`src/rtl/telemetry_pkg.sv`:
```
// Shared types and constants for the telemetry frame sequencer.
// The channel indices fix the payload word order that host software decodes.
package telemetry_pkg;

  localparam int unsigned N_WORDS   = 29;
  localparam logic [15:0] SYNC_WORD = 16'hA5C3;
  localparam int unsigned DECIM_W   = 16;

  typedef enum logic [1:0] {
    IDLE,
    HDR,
    PAY
  } state_t;

  localparam int unsigned ADC_SHEAR1  = 0;
  localparam int unsigned ADC_SHEAR2  = 1;
  localparam int unsigned ADC_SHEAR3  = 2;
  localparam int unsigned ADC_SHEAR4  = 3;
  localparam int unsigned ADC_OPD1    = 4;
  localparam int unsigned ADC_OPD2    = 5;
  localparam int unsigned ADC_OPD3    = 6;
  localparam int unsigned ADC_OPD4    = 7;
  localparam int unsigned ADC_AUX1    = 8;
  localparam int unsigned ADC_AUX2    = 9;
  localparam int unsigned ADC_AUX3    = 10;
  localparam int unsigned ADC_AUX4    = 11;
  localparam int unsigned OPD_COARSE  = 12;
  localparam int unsigned OPD_FINE    = 13;
  localparam int unsigned OPD_PHASE   = 14;
  localparam int unsigned OPD_RMS     = 15;
  localparam int unsigned SHEAR_X     = 16;
  localparam int unsigned SHEAR_Y     = 17;
  localparam int unsigned SHEAR_RMS   = 18;
  localparam int unsigned PNT_TIP     = 19;
  localparam int unsigned PNT_TILT    = 20;
  localparam int unsigned PNT_PISTON  = 21;
  localparam int unsigned PNT_AZ      = 22;
  localparam int unsigned PNT_EL      = 23;
  localparam int unsigned PNT_ERR_X   = 24;
  localparam int unsigned PNT_ERR_Y   = 25;
  localparam int unsigned STATUS      = 26;
  localparam int unsigned TIMESTAMP   = 27;
  localparam int unsigned COUNTER     = 28;

endpackage

```
`src/rtl/telemetry_frame_sequencer_decim.sv`:
```
// Sample-strobe decimator: asserts trigger on the strobe that completes
// each group of max(decim_i,1) enabled strobes.
module decim_counter #(
  parameter int unsigned DECIM_W = 16
) (
  input  logic               clk,
  input  logic               rst,
  input  logic               enable_i,
  input  logic [DECIM_W-1:0] decim_i,
  input  logic               strobe_i,
  output logic               trigger_o
);

  logic [DECIM_W-1:0] dcnt;
  logic [DECIM_W-1:0] term;

  always_comb begin
    term      = (decim_i == '0) ? '0 : decim_i - 1'b1;
    trigger_o = enable_i && strobe_i && (dcnt == term);
  end

  // A count already past a newly lowered ratio wraps to 0 without triggering.
  always_ff @(posedge clk) begin
    if (rst) begin
      dcnt <= '0;
    end else if (!enable_i) begin
      dcnt <= '0;
    end else if (strobe_i) begin
      dcnt <= (dcnt >= term) ? '0 : dcnt + 1'b1;
    end
  end

endmodule

```
`src/rtl/telemetry_frame_sequencer.sv`:
```
// Captures decimated datapath snapshots and streams each one as a header
// word followed by N_WORDS payload words; counts snapshots dropped while busy.
module telemetry_frame_sequencer #(
  parameter int unsigned N_WORDS   = telemetry_pkg::N_WORDS,
  parameter logic [15:0] SYNC_WORD = telemetry_pkg::SYNC_WORD,
  parameter int unsigned DECIM_W   = telemetry_pkg::DECIM_W
) (
  input  logic                  clk,
  input  logic                  rst,
  input  logic                  enable_i,
  input  logic [DECIM_W-1:0]    decim_i,
  input  logic                  sample_valid_i,
  input  logic [32*N_WORDS-1:0] data_i,
  output logic [31:0]           m_tdata_o,
  output logic                  m_tvalid_o,
  input  logic                  m_tready_i,
  output logic                  m_tlast_o,
  output logic                  busy_o,
  output logic [15:0]           frame_seq_o,
  output logic [15:0]           overrun_cnt_o
);

  import telemetry_pkg::*;

  localparam int unsigned IDX_W = $clog2(N_WORDS);
  localparam logic [IDX_W-1:0] LAST_IDX = IDX_W'(N_WORDS - 1);

  state_t                state, state_nx;
  logic [IDX_W-1:0]      idx, idx_nx;
  logic [32*N_WORDS-1:0] snap;
  logic [15:0]           seq;
  logic [15:0]           ovr;
  logic                  trigger;
  logic                  hs;

  decim_counter #(
    .DECIM_W (DECIM_W)
  ) u_decim (
    .clk       (clk),
    .rst       (rst),
    .enable_i  (enable_i),
    .decim_i   (decim_i),
    .strobe_i  (sample_valid_i),
    .trigger_o (trigger)
  );

  assign hs = m_tvalid_o & m_tready_i;

  always_comb begin
    state_nx = state;
    idx_nx   = idx;
    case (state)
      IDLE: begin
        if (trigger) begin
          state_nx = HDR;
          idx_nx   = '0;
        end
      end
      HDR: begin
        if (hs) state_nx = PAY;
      end
      PAY: begin
        if (hs) begin
          if (idx == LAST_IDX) begin
            state_nx = IDLE;
            idx_nx   = '0;
          end else begin
            idx_nx = idx + 1'b1;
          end
        end
      end
      default: state_nx = IDLE;
    endcase
  end

  // Outputs decode registered state only, so tready never reaches an output.
  always_comb begin
    m_tvalid_o = (state != IDLE);
    busy_o     = (state != IDLE);
    m_tlast_o  = (state == PAY) && (idx == LAST_IDX);
    m_tdata_o  = '0;
    case (state)
      HDR:     m_tdata_o = {SYNC_WORD, seq};
      PAY:     m_tdata_o = snap[32*idx +: 32];
      default: m_tdata_o = '0;
    endcase
  end

  always_ff @(posedge clk) begin
    if (rst) begin
      state <= IDLE;
      idx   <= '0;
      snap  <= '0;
      seq   <= '0;
      ovr   <= '0;
    end else begin
      state <= state_nx;
      idx   <= idx_nx;
      if (trigger && state == IDLE) begin
        snap <= data_i;
        seq  <= seq + 1'b1;
      end
      if (trigger && state != IDLE && ovr != '1) begin
        ovr <= ovr + 1'b1;
      end
    end
  end

  assign frame_seq_o   = seq;
  assign overrun_cnt_o = ovr;

endmodule
```
`config.mk`:
```
export PLATFORM = sky130hd
export DESIGN_NAME = telemetry_frame_sequencer
export DESIGN_NICKNAME = d
export VERILOG_FILES = /design/src/rtl/telemetry_pkg.sv /design/src/rtl/telemetry_frame_sequencer_decim.sv /design/src/rtl/telemetry_frame_sequencer.sv
export SDC_FILE = /design/constraint.sdc
export NUM_CORES = 2
export LEC_CHECK = 0
export BUFFER_PORTS_ARGS = -buffer_cell sky130_fd_sc_hd__buf_4
export CAP_MARGIN = 20
export CORE_AREA = 2 2 395 397
export DETAILED_ROUTE_END_ITERATION = 12
export DIE_AREA = 0 0 397 399
export PLACE_DENSITY = 0.59
export SLEW_MARGIN = 25
export SYNTH_ARGS = -nofsm -noshare
export SYNTH_HDL_FRONTEND = slang
export SYNTH_SLANG_ARGS = --single-unit
```
`constraint.sdc`:
```
create_clock -name clk -period 9.45 [get_ports clk]
set_input_delay 0.4725 -clock clk [delete_from_list [all_inputs] [get_ports clk]]
set_output_delay 0.4725 -clock clk [all_outputs]
set_load 0.02 [all_outputs]
```
==> impl_metrics.yaml <==
clocking:
  ctsResizeCount: 0
  clock_path_buffers: 3
  clock_latency_ps: 750
  post_cts_buffers: 0
  numCtsBuffers: 111
  h-tree-depth: 3
  clock-sinks: 983
  cts.reportedPaths.clkPinSlew_ps: 60
  cts_tree: "built"
  cts_root_buffer: "clkbuf_16"
  cts_hold_buf: 894
critical_path:
  slowest_stage: "nor3_1"
  crit_required_ps: 10010
  r2r-end: "snap[479]"
  crit_family: "simple AND/OR/NAND/NOR gates"
  start_kind: "primary input"
  cp.depth: 14
  crit_buf_inv: 3
  r2r_cells: 9
  reg2reg_from: "state[0]"
  r2r_setup_slack_ps: 5010
  worstSetupEndpointType: "flop"
  max_stage_delay_ps: 820
  crit_fanout: 192
  crit_top_cell: "buf_12"
  crit_arrival_ps: 5830
  crit_chain: "buf_4 -> or4_4 -> or4_1 -> nor2_2 -> nand3_1 -> o21ai_0 -> ha_1 -> nand4_2 -> nor3_1 -> nand2_4 -> buf_12 -> buf_12 -> nand2_1 -> a21oi_2"
  criticalPathCategory: "primary input to flop"
global_routing:
  grt_max_degree: 217
  grt_overflow: 0
  grt_usage_pct: 27.2
  antenna_found_initial: 64
  grt_pass1_wl_mm: 314
  grt_pass1_vias: 45293
yosys:
  synthTopCellsByArea: "dfxtp_1 (42%), nand2_1 (11%), a21oi_2 (10%)"
  syn_inst: 5160
  synth_top_area_share_pct: 41.6
  synth_edf_count: 0
  yosys.cell_types.count: 73
  synth_largest_area_cell: "dfxtp_1"
  synth_ff_type: "dfxtp_1"
  synth_nets: 6135
  syn_area_mm2: 0.0473
  async_flop_share_pct: 0
  ys_seq_area_share_pct: 41.6
  syn_area_per_cell_um2: 9.16
  synth_seq_cells: 983
  yosys_warnings: 0
timing:
  setup_viol: 0
  slew_violations: 0
  tns_ps: 0
  worst_slew_pin_slew_ps: 1120
  fmax_ghz: 0.190
  setup_ws_ps: 4180
  min_period_over_period_pct: 55.8
  relSlewSlack_pct: 25.5
  hold_violations: 0
  min_period_ps: 5270
  finClkSkew_ps: 43.7
  rsz0062_at_grt: "false"
place:
  dp.cells: 7858
  hpwlAfterDp_mm: 166
  place_congestion: 0.939
  portBuffers: 1015
  preCtsSetupSlack_ps: 3760
final_layout:
  fillers: 14623
  layout-drive-gt1-share_pct: 36.6
  utilization_pct: 44.2
  fin_cells: 9020
  nets: 7796
  layout_common_cells: "nand2_1 (1433), buf_4 (1057), dfxtp_1 (979)"
  area_growth_syn_to_layout_pct: 43.8
  mostFrequentLayoutCell: "nand2_1"
floorplanning:
  initial_core_util_pct: 30.7
  die_x_um: 397
  num_io_pins: 1016
  die_area_mm2: 0.158
  rows: 144
  die_y_um: 399
  core_mm2: 0.154
hold_path:
  worstHoldStart: "data_i[504]"
  hold_path.class: "primary input to flop"
  whs_endpoint: "snap[504]"
  min_path_cells: 3
pwr:
  p_leak_nw: 23.4
  p_per_area_mw_per_mm2: 139
  vdd_drop_max_mv: 0.149
drt:
  drc: 0
  viasPerCell: 5.02
  drt_wl_total_mm: 224
  drtAntennaViolNets: 0
  drtPass1Iterations: 5
  first_iter_violations: 3430
  num_vias: 45269
  routedWlPerCell_um: 24.8
job:
  max_cap_viol_count: 0
run_status:
  status: "completed"
## cells by family after synthesis
family	synth area share (%)
XOR/XNOR	0.686
buffers and inverters	6.56
AND/OR/NAND/NOR	21.0
multiplexers	11.2
flip-flops	41.6
AO/OA/AOI/OAI	18.2
adder cells (fa/ha/maj)	0.688
## report_power, final
| part | switching, mW | internal, mW | total [mW] |
|---|---|---|---|
| sequential | 0.000436 | 4.14 | 4.14 |
| clock | 1.88 | 2.58 | 4.46 |
| combinational | 0.327 | 0.514 | 0.841 |
| total | 2.21 | 7.24 | 9.45 |
## through the flow
step                cell area, um^2  total power, mW  hold slack (ps)
floorplan                     47300             4.34              427
global placement              55100             4.74              435
detailed placement            55100             4.73              440
CTS                           67800             9.50            0.387
global route                  67900             9.71             17.5
finish                        67900             9.45             58.3
## Yosys cell counts, drive strengths merged (24+ instances only)
library cell / count
a211oi: 32
a21oi: 987
a221oi: 27
buf: 199
clkbuf: 222
dfxtp: 983
ha: 26
mux2i: 120
mux4: 178
nand2: 1945
nand3: 25
nand4: 24
nor2: 53
nor3: 30
o21ai: 25
o22ai: 30
## per-layer routing
metal	vias to the layer above	wire length [um]	global-route usage, %
li1	20993	-	-
met1	21971	95500	35.6
met2	1825	103000	43.2
met3	460	15300	5.58
met4	20	10300	11.8
met5	-	138	0
## worst max path at each step
stage | start | to | slack (ps)
2_1_floorplan | decim_i[5] | snap[100] | 5720
3_3_place_gp | decim_i[9] | snap[475] | 3750
3_5_place_dp | decim_i[9] | snap[470] | 3760
4_1_cts | idx[1] | m_tdata_o[29] | 4240
5_1_grt | decim_i[9] | snap[411] | 4120
6_report | decim_i[9] | snap[479] | 4180
## area by class of cell
type / instances / area (um^2) / share of cell area (%)
clock buffers: 161 / 3210 / 4.72
well taps: 2044 / 2560 / 3.76
multi-input cells: 3737 / 24500 / 36.1
repair buffers: 1969 / 17200 / 25.3
flip-flops and latches: 983 / 19700 / 29.0
inverters: 19 / 71.3 / 0.105
diodes: 63 / 158 / 0.232
clock inverters: 44 / 524 / 0.772
## tightest hold or removal path: cells and delay by family
kind	cells	cell delay (ps)
AND/OR/NAND/NOR	1	80
AO/OA/AOI/OAI	1	50
buffers and inverters	1	120
## registers in the layout, indices dropped and copies added, names as in the netlist
register	cells
frame_seq_o	16
idx	5
overrun_cnt_o	16
snap	928
state	2
u_decim.dcnt	16
Note: power is estimated with default switching activity, not from simulation.
